===== src/rtl/row_config_loader.sv =====
// row_config_loader: collects a row's configuration bitstream as 32-bit words,
// verifies an XOR checksum word, and only then commits the whole prog vector
// in one edge so the row never sees a partial or corrupt image.
module row_config_loader #(
    parameter int PROG_W = 552,
    parameter int WORD_W = 32
) (
    input  logic              clb_clk,
    input  logic              clb_rst_n,
    input  logic              cfg_start,
    input  logic [WORD_W-1:0] cfg_data,
    input  logic              cfg_valid,
    output logic              cfg_ready,
    output logic [PROG_W-1:0] prog,
    output logic              prog_valid,
    output logic              cfg_done,
    output logic              cfg_err,
    output logic              busy
);

    localparam int NUM_WORDS = (PROG_W + WORD_W - 1) / WORD_W;
    localparam int CNT_W     = $clog2(NUM_WORDS + 1);
    localparam int SHADOW_W  = NUM_WORDS * WORD_W;
    localparam logic [CNT_W-1:0] LAST_IDX = CNT_W'(NUM_WORDS - 1);

    typedef enum logic [1:0] {
        IDLE  = 2'd0,
        LOAD  = 2'd1,
        CHECK = 2'd2
    } state_t;

    // Running checksum: plain XOR of every data word, including the unused
    // upper bits of the last word.
    function automatic logic [WORD_W-1:0] csum_update(
        input logic [WORD_W-1:0] acc,
        input logic [WORD_W-1:0] word
    );
        return acc ^ word;
    endfunction

    state_t              state_r;
    state_t              state_s;
    logic [CNT_W-1:0]    counter_r;
    logic [WORD_W-1:0]   acc_r;
    logic [SHADOW_W-1:0] shadow_r;
    logic [PROG_W-1:0]   prog_r;
    logic                prog_valid_r;
    logic                cfg_done_r;
    logic                cfg_err_r;

    logic                beat_s;
    logic                clear_s;
    logic                load_beat_s;
    logic                commit_s;
    logic                fail_s;

    assign cfg_ready  = (state_r != IDLE);
    assign busy       = (state_r != IDLE);
    assign beat_s     = cfg_valid & cfg_ready;
    assign prog       = prog_r;
    assign prog_valid = prog_valid_r;
    assign cfg_done   = cfg_done_r;
    assign cfg_err    = cfg_err_r;

    // State register.
    always_ff @(posedge clb_clk or negedge clb_rst_n) begin
        if (!clb_rst_n) begin
            state_r <= IDLE;
        end else begin
            state_r <= state_s;
        end
    end

    // Next-state and per-cycle control decode; cfg_start always takes priority
    // over a beat in the same cycle.
    always_comb begin
        state_s     = state_r;
        clear_s     = 1'b0;
        load_beat_s = 1'b0;
        commit_s    = 1'b0;
        fail_s      = 1'b0;
        case (state_r)
            IDLE: begin
                if (cfg_start) begin
                    clear_s = 1'b1;
                    state_s = LOAD;
                end else begin
                    state_s = IDLE;
                end
            end
            LOAD: begin
                if (cfg_start) begin
                    clear_s = 1'b1;
                    state_s = LOAD;
                end else if (beat_s) begin
                    load_beat_s = 1'b1;
                    if (counter_r == LAST_IDX) begin
                        state_s = CHECK;
                    end else begin
                        state_s = LOAD;
                    end
                end else begin
                    state_s = LOAD;
                end
            end
            CHECK: begin
                if (cfg_start) begin
                    clear_s = 1'b1;
                    state_s = LOAD;
                end else if (beat_s) begin
                    if (cfg_data == acc_r) begin
                        commit_s = 1'b1;
                    end else begin
                        fail_s = 1'b1;
                    end
                    state_s = IDLE;
                end else begin
                    state_s = CHECK;
                end
            end
            default: begin
                state_s = IDLE;
            end
        endcase
    end

    // Word counter, checksum accumulator and shadow assembly.
    always_ff @(posedge clb_clk or negedge clb_rst_n) begin
        if (!clb_rst_n) begin
            counter_r <= '0;
            acc_r     <= '0;
            shadow_r  <= '0;
        end else if (clear_s) begin
            counter_r <= '0;
            acc_r     <= '0;
        end else if (load_beat_s) begin
            for (int k = 0; k < NUM_WORDS; k++) begin
                if (counter_r == CNT_W'(k)) begin
                    shadow_r[k*WORD_W +: WORD_W] <= cfg_data;
                end
            end
            acc_r     <= csum_update(acc_r, cfg_data);
            counter_r <= counter_r + CNT_W'(1);
        end
    end

    // Committed image and status flags; prog moves only on a good checksum.
    always_ff @(posedge clb_clk or negedge clb_rst_n) begin
        if (!clb_rst_n) begin
            prog_r       <= '0;
            prog_valid_r <= 1'b0;
            cfg_done_r   <= 1'b0;
            cfg_err_r    <= 1'b0;
        end else begin
            cfg_done_r <= commit_s;
            if (commit_s) begin
                prog_r       <= shadow_r[PROG_W-1:0];
                prog_valid_r <= 1'b1;
            end
            if (clear_s) begin
                cfg_err_r <= 1'b0;
            end else if (fail_s) begin
                cfg_err_r <= 1'b1;
            end
        end
    end

endmodule


===== config.mk =====
export PLATFORM = sky130hd
export DESIGN_NAME = row_config_loader
export DESIGN_NICKNAME = d
export VERILOG_FILES = /design/src/rtl/row_config_loader.sv
export SDC_FILE = /design/constraint.sdc
export NUM_CORES = 1
export LEC_CHECK = 0
export BUFFER_PORTS_ARGS = -buffer_cell sky130_fd_sc_hd__buf_2
export CORE_MARGIN = 2
export CORE_UTILIZATION = 60
export DETAILED_ROUTE_END_ITERATION = 16
export PLACE_DENSITY = 0.94
export SLEW_MARGIN = 20
export SYNTH_ARGS = -nofsm -noshare
export SYNTH_HDL_FRONTEND = slang
export SYNTH_SLANG_ARGS = --single-unit

===== constraint.sdc =====
create_clock -name clb_clk -period 6 [get_ports clb_clk]
set_clock_uncertainty 0.05 [all_clocks]
set_input_delay 1.2 -clock clb_clk [delete_from_list [all_inputs] [get_ports clb_clk]]
set_output_delay 1.2 -clock clb_clk [all_outputs]
set_load 0.005 [all_outputs]

==> results.txt, run 1 <==
----------------------------------------------------
[Drt]
  Routed WL per cell ... 26.8 um
  Drt first pass iters ... 5
  Aggregate routed wire length ... 115 mm
  Post-route antenna net violation count ... 0
  Routed vias ... roughly 25000
  First-iteration detailed-routing DRC count ... 1815
  Routed vias/inst ... approximately 5.9
  Number of design rule violations left after detail routing ... 0

[Logic synthesis]
  EDFF count, synth ... 0
  Synthesized-area fraction occupied by adder cells ... less than 1%
  Warnings from Yosys ... 0
  Main combinational cell family by area after synthesis ... multiplexers
  Area of the mapped netlist ... approximately 43000 um2
  Primary FF master, synth ... sky130_fd_sc_hd__dfrtp_1
  Synthesized area per cell ... approximately 16 um2
  Share of synthesized registers carrying an async set or reset ... 100%
  Post-synth cell types ... 39
  Xor-xnor portion of the synthesized cell area ... less than 1%
  Register area share after synthesis ... approximately 66%
  Simple-gate area share of the yosys netlist ... 1.36%
  Compound-cell area share of the yosys netlist ... 0.925%
  Area leader, netlist ... sky130_fd_sc_hd__dfrtp_1
  Post-synth top area share ... about two thirds
  Top cells by area in the synthesized netlist ... sky130_fd_sc_hd__dfrtp_1 (66%), sky130_fd_sc_hd__mux2_2 (27%), sky130_fd_sc_hd__mux2_1 (1.8%)
  Post-Synthesis Cells ... 2687
  Net count after synthesis ... ~2700
  Post-synthesis register bit count ... approximately 1100
  Multiplexer share of the synthesized area ... between 20 and 30%

[Floorplan]
  Horizontal die dimension ... 273 um
  Number of top-level pins ... slightly below 600
  Core Footprint ... just over 70000 um2
  Standard-cell rows ... 98
  Die Span Y ... 273 um
  Area enclosed by the die boundary ... 74600 um2
  Initial Util ... about three fifths

[Timing]
  Worst slew margin ... 22.2%
  Final clock period utilization by the worst path ... about three fifths
  Max-slew violation count ... 0
  Unrepaired setup endpoints after global routing ... no
  Min cycle time layout ... 3.60 ns
  Final setup viols ... 0
  Upper clock frequency limit ... 0.278 GHz
  Final Hold Violating Endpoints ... 0
  Actual transition at the worst max-transition pin ... about 1.2 ns
  Setup TNS ... 0 ns

[Critical path]
  Critical Path End Type ... flop
  CP max stage cell ... sky130_fd_sc_hd__buf_2
  Origin of the worst setup path ... cfg_data[2]
  Type of the worst setup path ... primary input to flop
  Slowest stage delay, CP ... about 0.62 ns
  Arrival @ worst endpoint ... between 4 and 5 ns
  Cells along the critical path ... buf_2 > xnor2_1 > nand4_1 > nor4_2 > nand3_4 > buf_4 > buf_4 > mux2_1
  Cell seen most often among critical-path stages ... sky130_fd_sc_hd__buf_4
  Critical path startpoint category ... primary input
  WP data required ... 6.48 ns
  Worst-path maximum fanout ... 46
  Critical R2R Launch ... state_r[1]

[Min path]
  Type of the most critical hold path ... flop to flop
  Hold path start ... shadow_r[498]

[Global route]
  Pin count of the biggest net entering global routing ... roughly 150
  Antenna violations before repair ... 4
  Overall overflow remaining after global route ... 0
  Vias in the first global route ... 27100
  First-pass GRT wire length ... 171 mm
  Tot GR Track Use ... 30.8%

[Place]
  Cell count after placement ... 4085
  Detailed placement HPWL ... around 70 mm
  Placed Area ... about 47000 um2
  Port Buffers ... ~600
  Global placer's final weighted congestion ... a little over 0.8

[Layout]
  Number of fill cells in the layout ... about 4200
  Most common cell after layout, fill and taps aside ... sky130_fd_sc_hd__dfrtp_1
  Footprint of the multi-input gates ... around 14000 um2
  Final Cell Area ... between 50000 and 60000 um2
  Layout cell share with drive strength beyond 1 ... 56.3%
  Most frequent cells in the layout ... sky130_fd_sc_hd__dfrtp_1 (1146), sky130_fd_sc_hd__mux2_2 (1033), sky130_fd_sc_hd__buf_2 (591)
  ANT cells ... 0
  Total area of sequential cells ... about 29000 um2
  Nets ... around 3300
  Non-filler instance count after layout ... around 4300
  Area Overhead vs Synth ... 17.2%

[Clock network]
  Clock tree from TritonCTS ... done
  Clk pin slew, worst setup/hold paths ... 0.06 ns
  Post-CTS repair timing setup buffer count ... 0
  Post-CTS sizing ... 0
  Total number of H-tree levels ... 3
  TritonCTS buffer count ... between 100 and 150
  Clock latency at the later pin of the worst-skew pair ... 0.69 ns
  Maximum count of clock buffers along a single path ... 3
  Quantity of hold-fixing buffers added after cts ... 0
  Root cell of the clock tree ... sky130_fd_sc_hd__clkbuf_16
  Num Clock Sinks ... 1146

[Power and ir drop]
  Maximum resistive drop on vdd ... about 0.29 mV
  Total leakage power ... approximately 28 nW
  Power Density ... ~310 nW/um2

[Job]
  Maxcap violations ... 0

[Run status]
  Run status ... complete, no violations

----------------------------------------------------
==> state kept, by name (all words and copies together), names as in the netlist <==
register / cells
acc_r: 32
cfg_done: 1
prog_valid: 1
shadow_r: 552
cfg_err: 1
counter_r: 5
prog: 552
state_r: 2
==> critical path, delay by kind of cell <==
| family | cells | cell delay (ns) |
|---|---|---|
| and+or+nand+nor | 3 | 0.83 |
| buffers and inverters | 3 | 1.39 |
| muxes | 1 | 0.39 |
| xor gates and xnor gates | 1 | 0.19 |
==> synthesized netlist by cell type (7+ instances only) <==
master                     instances
sky130_fd_sc_hd__dfrtp_1        1146
sky130_fd_sc_hd__clkbuf_1         79
sky130_fd_sc_hd__mux2_1           71
sky130_fd_sc_hd__o21ai_0          67
sky130_fd_sc_hd__inv_1             7
sky130_fd_sc_hd__buf_2            91
sky130_fd_sc_hd__xnor2_1          32
sky130_fd_sc_hd__buf_6             7
sky130_fd_sc_hd__mux2_2         1033
sky130_fd_sc_hd__nand2_1          80
sky130_fd_sc_hd__nand3_1           7
sky130_fd_sc_hd__nand4_1           9
sky130_fd_sc_hd__buf_4            13
==> worst paths after layout <==
kind | depth (start not counted) | to | slack, ns
setup reg to reg | 5 | shadow_r[393] | 2.55
hold / removal | 1 | prog[498] | 0.41
hold reg to reg | 1 | prog[498] | 0.41
max in group asynchronous | 2 | shadow_r[78] | 3.92
min in group asynchronous | 1 | prog[382] | 0.56
setup / recovery | 8 | prog[531] | 2.40
==> stage by stage <==
stage	util [%]	total power, mW	hold WS (ns)	setup slack (ns)
2_1_floorplan	-	8.63	0.400	3.03
3_3_place_gp	65.9	8.95	0.395	1.92
3_5_place_dp	65.9	9.01	0.420	1.84
4_1_cts	71.1	16.0	0.419	2.51
5_1_grt	71.1	16.4	0.446	2.33
6_report	71.1	15.9	0.413	2.40
==> power by group <==
| group | leakage, nW | internal [mW] | switching [mW] |
|---|---|---|---|
| logic | 10.4 | 0.270 | 0.416 |
| clock network | 1.82 | 4.05 | 2.98 |
| registers | 15.8 | 8.02 | 0.173 |
| total | 28.0 | 12.3 | 3.57 |
==> metal layers <==
metal / part of all wire, % / GRT usage (%)
met5: 0.020 / 0
met4: 6.7 / 19.2
met3: 6.6 / 6.54
met2: 49 / 49.9
met1: 38 / 38.1
==> cells by family (layout without fill, tap and decap cells) <==
family / after synthesis / in the layout
DFF: 1146 / 1146
muxes: 1105 / 1105
buffers and inverters: 202 / 843
adders and majority gates: 5 / 5
and+or+nand+nor: 120 / 120
AOI/OAI and AO/OA: 77 / 77
xor gates and xnor gates: 32 / 32
==> area by class of cell <==
| type | count | area share, % |
|---|---|---|
| inverter | 7 | 0.0516 |
| sequential | 1146 | 56.3 |
| clock inverter | 35 | 1.02 |
| tap | 950 | 2.34 |
| multi-input combinational | 1339 | 27.2 |
| timing repair buffer | 643 | 6.77 |
| clock buffer | 158 | 6.27 |
Note: power is estimated with default switching activity, not from simulation.
==> run 2, diff against run 1 <==
--- a/config.mk
+++ b/config.mk
@@ -7,9 +7,9 @@
 export LEC_CHECK = 0
 export BUFFER_PORTS_ARGS = -buffer_cell sky130_fd_sc_hd__buf_2
 export CORE_MARGIN = 2
-export CORE_UTILIZATION = 60
+export CORE_UTILIZATION = 57
 export DETAILED_ROUTE_END_ITERATION = 16
-export PLACE_DENSITY = 0.94
+export PLACE_DENSITY = 0.9
 export SLEW_MARGIN = 20
 export SYNTH_ARGS = -nofsm -noshare
 export SYNTH_HDL_FRONTEND = slang
==> constraint.sdc (replaced) <==
create_clock -name clb_clk -period 3.8 [get_ports clb_clk]
set_clock_uncertainty 0.05 [all_clocks]
set_input_delay 0.76 -clock clb_clk [delete_from_list [all_inputs] [get_ports clb_clk]]
set_output_delay 0.76 -clock clb_clk [all_outputs]
set_load 0.005 [all_outputs]
==> run 2 against run 1 <==
Die area grew 5.2%. First-iteration DRC count shrank 1.5%. Hold slack lost 0.049 ns. Sequential power grew 57%. Register-to-register slack lost 1.6 ns. Via count shrank 0.24%. Cell area grew 1.5%. Non-clock buffer count grew 42. Sequential share of layout area shrank 0.82 points. Cell count grew 2.0%. Utilization shrank 2.8 points. Highest routed layer unchanged.
==> results.txt, run 2 (synthesis results as in run 1) <==
----------------------------------------------------
[Critical path]
  CP max stage cell ... sky130_fd_sc_hd__xnor2_1
  Slowest stage delay, CP ... 0.42 ns (-0.20 ns)
  Critical Path End Type ... flop
  Critical path startpoint category ... flop
  Cell seen most often among critical-path stages ... sky130_fd_sc_hd__buf_12
  Type of the worst setup path ... flop to flop
  Worst-path maximum fanout ... 64 (+39%)
  WP data required ... 4.29 ns (-2.19 ns)
  Critical path buffers and inverters ... 3 (unchanged)
  Cells along the critical path ... xnor2_1 > nand4_1 > nor4_2 > buf_4 > nand3_4 > buf_12 > buf_12 > mux2_2
  Arrival @ worst endpoint ... 3.33 ns (-0.75 ns)
  Largest delay contributor family on the critical path ... simple AND/OR/NAND/NOR gates

[Clock network]
  Clock latency at the later pin of the worst-skew pair ... 0.68 ns (about the same)
  TritonCTS buffer count ... 112 (+4.7%)
  Clk pin slew, worst setup/hold paths ... 0.07 ns (about the same)
  Clock tree from TritonCTS ... done
  Post-CTS repair timing setup buffer count ... 0 (unchanged)
  Root cell of the clock tree ... sky130_fd_sc_hd__clkbuf_16
  Maximum count of clock buffers along a single path ... 3 (unchanged)
  Total number of H-tree levels ... 3 (unchanged)
  Num Clock Sinks ... 1146 (unchanged)

[Drt]
  Routed vias/inst ... 5.81 (-2.2%)
  Aggregate routed wire length ... 116 mm (+0.99%)
  Number of design rule violations left after detail routing ... 0 (unchanged)
  Drt first pass iters ... 5 (unchanged)
  First-iteration detailed-routing DRC count ... 1787 (-1.5%)
  Routed vias ... 25400 (-0.24%)
  Routed WL per cell ... 26.5 um (-1.0%)
  Post-route antenna net violation count ... 0 (unchanged)

[Layout]
  Nets ... 3332 (+1.4%)
  Final design utilization ... 68.2% (-2.8 points)
  Layout cell share with drive strength beyond 1 ... 56.9% (+0.58 points)
  Non-filler instance count after layout ... 4365 (+2.0%)
  ANT cells ... 0 (unchanged)
  Most common cell after layout, fill and taps aside ... sky130_fd_sc_hd__dfrtp_1
  Number of fill cells in the layout ... 4681 (+11%)
  Most frequent cells in the layout ... sky130_fd_sc_hd__dfrtp_1 (1146), sky130_fd_sc_hd__mux2_2 (1033), sky130_fd_sc_hd__buf_2 (591)
  Area Overhead vs Synth ... 18.9%

[Floorplan]
  Die Span Y ... 280 um (+2.6%)
  Standard-cell rows ... 101 (+3.1%)
  Horizontal die dimension ... 280 um (+2.6%)
  Number of top-level pins ... 593 (unchanged)
  Core Footprint ... 75700 um2 (+5.7%)
  Initial Util ... 57.4% (-3.3 points)
  Area enclosed by the die boundary ... 78400 um2 (+5.2%)

[Timing]
  Final Hold Violating Endpoints ... 0 (unchanged)
  WHS ... 0.364 ns (-0.0488 ns)
  Worst slew margin ... 42.2% (+20 points)
  Setup WS post-layout ... 0.962 ns (-1.44 ns)
  Min cycle time layout ... 2.84 ns
  Final setup viols ... 0 (unchanged)
  Upper clock frequency limit ... roughly 0.35 GHz
  Unrepaired setup endpoints after global routing ... no
  Max-slew violation count ... 0 (unchanged)
  Actual transition at the worst max-transition pin ... 0.867 ns (-0.296 ns)
  Setup TNS ... 0 ns (unchanged)
  Final clock period utilization by the worst path ... 74.7%

[Power and ir drop]
  Total leakage power ... 28.4 nW (+1.3%)
  Maximum resistive drop on vdd ... 0.434 mV (+49%)
  Power Density ... 495 nW/um2 (+58%)

[Run status]
  Run status ... complete, no violations

[Global route]
  First-pass GRT wire length ... 172 mm (+0.32%)
  Antenna violations before repair ... 13 (+9)
  Pin count of the biggest net entering global routing ... 154 (+3.4%)
  Overall overflow remaining after global route ... 0 (unchanged)
  Vias in the first global route ... 26700 (-1.4%)
  Tot GR Track Use ... 29.5% (-1.3 points)

[Min path]
  Type of the most critical hold path ... primary input to flop

[Job]
  Maxcap violations ... 0 (unchanged)

[Place]
  Post-placement worst setup slack ... 0.535 ns (-1.30 ns)
  Detailed placement HPWL ... 73.0 mm (+3.8%)
  Global placer's final weighted congestion ... 0.812 (+0.46%)
  Cell count after placement ... 4154 (+1.7%)
  Port Buffers ... 592 (unchanged)

----------------------------------------------------
==> run 2: metrics by stage <==
stage	power, mW	instance area [um2]
2_1_floorplan	13.6	43400
3_3_place_gp	14.2	47700
3_5_place_dp	14.3	47700
4_1_cts	25.7	51700
5_1_grt	26.4	51700
6_report	25.6	51700
==> run 2: area by class of cell <==
class,instances,area (um2),share of cell area (%)
clock inverters,41,563,1.09
well taps,978,1220,2.37
multi-input cells,1339,13800,26.8
inverters,7,26.3,0.0509
repair buffers,685,3960,7.67
clock buffers,169,3360,6.50
flip-flops and latches,1146,28700,55.5
==> run 2: path summary, 6_finish.rpt <==
check	start	endpoint	slack [ns]	depth (start not counted)
max in group asynchronous	clb_rst_n	prog[205]	1.75	3
max reg2reg	acc_r[28]	prog[257]	0.96	8
min reg2reg	shadow_r[96]	prog[96]	0.42	1
min	cfg_start	state_r[1]	0.36	2
min in group asynchronous	clb_rst_n	shadow_r[406]	0.59	2
max	acc_r[28]	prog[257]	0.96	8
==> run 2: where the power goes <==
group | switching (mW) | total, mW | internal, mW
Clock | 4.78 | 11.5 | 6.75
Sequential | 0.266 | 12.9 | 12.7
Combinational | 0.672 | 1.13 | 0.455
==> run 2: layer usage <==
metal / vias up / track usage [%] / part of all wire, %
met5: - / 0 / 0.084
met4: 16 / 15.7 / 5.6
met3: 282 / 5.50 / 5.2
met2: 851 / 48.7 / 50
met1: 13600 / 37.2 / 39
li1: 10600 / - / -
==> run 2: timing repair <==
action                     CTS  global route
hold buffers                 1             0
hold endpoints to repair    15             0
gates resized for setup      0             0
setup endpoints to repair    0             0
==> run 3, diff against run 2 <==
==> constraint.sdc (replaced) <==
create_clock -name clb_clk -period 2.8 [get_ports clb_clk]
set_clock_uncertainty 0.05 [all_clocks]
set_input_delay 0.56 -clock clb_clk [delete_from_list [all_inputs] [get_ports clb_clk]]
set_output_delay 0.56 -clock clb_clk [all_outputs]
set_load 0.005 [all_outputs]
==> run 3 against run 2 <==
Hold slack got worse by 0.22 ns. Count of clock-buffer cells in the layout fell by 22. Non-clock buffer count rose by 41. Via count rose by 0.70%. Utilization rose by 0.40 points. Register-to-register slack got worse by 0.75 ns. Flip-flop and latch count did not move. Critical path type unchanged.
==> results.txt, run 3 (synthesis results as in run 1) <==
----------------------------------------------------
[Floorplan]
  Die Span Y ... 280 um (unchanged)
  Area enclosed by the die boundary ... 78400 um2 (unchanged)
  Number of top-level pins ... 593 (unchanged)
  Initial Util ... 57.4% (unchanged)
  Horizontal die dimension ... 280 um (unchanged)
  Core Footprint ... 75700 um2 (unchanged)
  Standard-cell rows ... 101 (unchanged)

[Layout]
  Non-filler instance count after layout ... 4397 (+0.73%)
  Most frequent cells in the layout ... sky130_fd_sc_hd__dfrtp_1 (1146), sky130_fd_sc_hd__mux2_2 (1033), sky130_fd_sc_hd__buf_2 (591)
  Area Overhead vs Synth ... 19.6%
  Total area of sequential cells ... 28700 um2 (unchanged)
  Most common cell after layout, fill and taps aside ... sky130_fd_sc_hd__dfrtp_1
  Nets ... 3369 (+1.1%)
  Footprint of the multi-input gates ... 13800 um2 (about the same)
  Final design utilization ... 68.6% (+0.40 points)
  Number of fill cells in the layout ... 4670 (-0.23%)
  Layout cell share with drive strength beyond 1 ... 57.5% (+0.68 points)

[Power and ir drop]
  Internal power ... 26.8 mW (+35%)
  Switching power of the nets ... 7.70 mW (+35%)
  Portion of total power attributed to the clock network ... 44.6% (-0.4 points)
  Switching share of power ... 22.3% (-0.041 points)
  Total leakage power ... 28.5 nW (+0.62%)
  Gate power share ... 4.6% (+0.2 points)
  Power Density ... 665 nW/um2 (+34%)
  Maximum resistive drop on vdd ... 0.628 mV (+45%)
  Sequential cell fraction of total power ... 50.8% (+0.2 points)

[Clock network]
  Num Clock Sinks ... 1146 (unchanged)
  Total number of H-tree levels ... 3 (unchanged)
  Maximum count of clock buffers along a single path ... 3 (unchanged)
  Root cell of the clock tree ... sky130_fd_sc_hd__clkbuf_16
  Clock tree from TritonCTS ... done
  TritonCTS buffer count ... 108 (-3.6%)
  Clk pin slew, worst setup/hold paths ... 0.07 ns (about the same)
  Clock latency at the later pin of the worst-skew pair ... 0.66 ns (-0.02 ns)

[Global route]
  Tot GR Track Use ... 30.0% (+0.52 points)
  Overall overflow remaining after global route ... 0 (unchanged)
  Pin count of the biggest net entering global routing ... 159 (+3.2%)
  Vias in the first global route ... 27400 (+2.5%)
  First-pass GRT wire length ... 174 mm (+1.6%)
  Antenna violations before repair ... 11 (-2)

[Place]
  Post-placement worst setup slack ... -0.0969 ns (-0.632 ns)
  Global placer's final weighted congestion ... 0.833 (+2.5%)
  Port Buffers ... 592 (unchanged)
  Cell count after placement ... 4195 (+0.99%)
  Detailed placement HPWL ... 74.8 mm (+2.4%)

[Timing]
  Final Hold Violating Endpoints ... 0 (unchanged)
  Setup WS post-layout ... 0.215 ns (-0.747 ns)
  Final clock period utilization by the worst path ... 92.3% (+18 points)
  WHS ... 0.145 ns (-0.219 ns)
  Worst slew margin ... 43.9% (+1.7 points)
  Max-slew violation count ... 0 (unchanged)
  Setup TNS ... 0 ns (unchanged)
  Final setup viols ... 0 (unchanged)
  Upper clock frequency limit ... 0.387 GHz (+9.8%)
  Unrepaired setup endpoints after global routing ... no
  Actual transition at the worst max-transition pin ... 0.842 ns (-0.0252 ns)
  Min cycle time layout ... 2.59 ns (-0.253 ns)

[Critical path]
  WP data required ... 3.30 ns (-0.99 ns)
  Slowest stage delay, CP ... 0.45 ns (+0.03 ns)
  Worst-path maximum fanout ... 37 (-42%)
  Critical Path End Type ... flop
  Critical path buffers and inverters ... 4 (+1)
  CP max stage cell ... sky130_fd_sc_hd__xnor2_1
  Largest delay contributor family on the critical path ... buffers and inverters
  Arrival @ worst endpoint ... 3.08 ns (-0.25 ns)
  Cells along the critical path ... xnor2_1 > nand4_1 > buf_4 > nor4_2 > buf_4 > nand3_4 > buf_12 > buf_12 > mux2_1
  Critical R2R Launch ... acc_r[30]
  Type of the worst setup path ... flop to flop
  Critical path startpoint category ... flop
  Origin of the worst setup path ... acc_r[30]

[Drt]
  First-iteration detailed-routing DRC count ... 1607 (-10%)
  Aggregate routed wire length ... 117 mm (+1.2%)
  Routed WL per cell ... 26.6 um (+0.47%)
  Post-route antenna net violation count ... 0 (unchanged)
  Routed vias/inst ... 5.81 (about the same)
  Routed vias ... 25500 (+0.70%)
  Drt first pass iters ... 6 (+1)
  Number of design rule violations left after detail routing ... 0 (unchanged)

[Run status]
  Run status ... complete, no violations

[Min path]
  Type of the most critical hold path ... primary input to flop
  Hold path start ... cfg_start

[Job]
  Maxcap violations ... 0 (unchanged)

----------------------------------------------------
[run 3: changes by cell type in the layout (fill, tap and decap cells not counted), moves of 3 or more]
cell,change
sky130_fd_sc_hd__clkbuf_8,-7
sky130_fd_sc_hd__clkbuf_16,-5
sky130_fd_sc_hd__diode_2,+4
sky130_fd_sc_hd__buf_4,+33
sky130_fd_sc_hd__clkinv_2,+3
sky130_fd_sc_hd__clkinvlp_4,+3
sky130_fd_sc_hd__clkbuf_1,-10
sky130_fd_sc_hd__buf_12,+8
sky130_fd_sc_hd__bufinv_16,+4
sky130_fd_sc_hd__clkinv_4,-3
[run 3: timing repair]
item,CTS,global route
gates resized for setup,0,1
setup buffers,0,0
endpoints found under the setup margin,0,7
hold buffers,1,0
endpoints found under the hold margin,19,0
[run 3: layout make-up]
type,count,area share [%]
flip-flops and latches,1146,55.2
multi-input cells,1339,26.7
repair buffers,726,8.41
clock buffers,147,5.97
well taps,978,2.36
clock inverters,50,1.35
inverters,7,0.0506
diodes,4,0.0193
[run 3: per-stage QoR]
| step | instance area (um2) | power [mW] |
|---|---|---|
| 2_1_floorplan | 43400 | 18.5 |
| 3_3_place_gp | 48100 | 19.3 |
| 3_5_place_dp | 48100 | 19.4 |
| 4_1_cts | 51900 | 34.8 |
| 5_1_grt | 51900 | 35.6 |
| 6_report | 52000 | 34.5 |
[run 3: metal layers]
| metal | GRT usage [%] | vias to the layer above | part of all wire (%) |
|---|---|---|---|
| met5 | 0 | - | 0.082 |
| met1 | 37.2 | 13600 | 39 |
| met3 | 5.70 | 354 | 5.5 |
| met2 | 49.5 | 912 | 50 |
| li1 | - | 10700 | - |
| met4 | 17.3 | 14 | 6.2 |
[run 3: power by group through the flow]
stage / combinational [mW] / sequential [mW] / clock (mW)
after global placement: 1.52 / 17.8 / 0
after floorplan: 0.783 / 17.7 / 0
after CTS: 1.61 / 17.5 / 15.6
after global routing: 1.75 / 17.6 / 16.2
after detailed placement: 1.59 / 17.8 / 0
final: 1.58 / 17.6 / 15.4
[run 3: worst reg2reg max path: cells and delay by family, from the launching register on]
kind / cells / cell delay, ns
buf+inv: 4 / 0.77
simple gates: 3 / 0.42
xor+xnor: 1 / 0.45
mux: 1 / 0.38
flops: 1 / 0.40
[run 3: final timing paths]
path	to	slack, ns	cells after the start
worst max-delay path	prog[513]	0.21	9
worst min-delay path	state_r[1]	0.14	2
worst max register to register	prog[513]	0.21	9
worst min register to register	prog_valid	0.42	1
max in group asynchronous	shadow_r[140]	1.20	3
min in group asynchronous	prog[280]	0.32	2
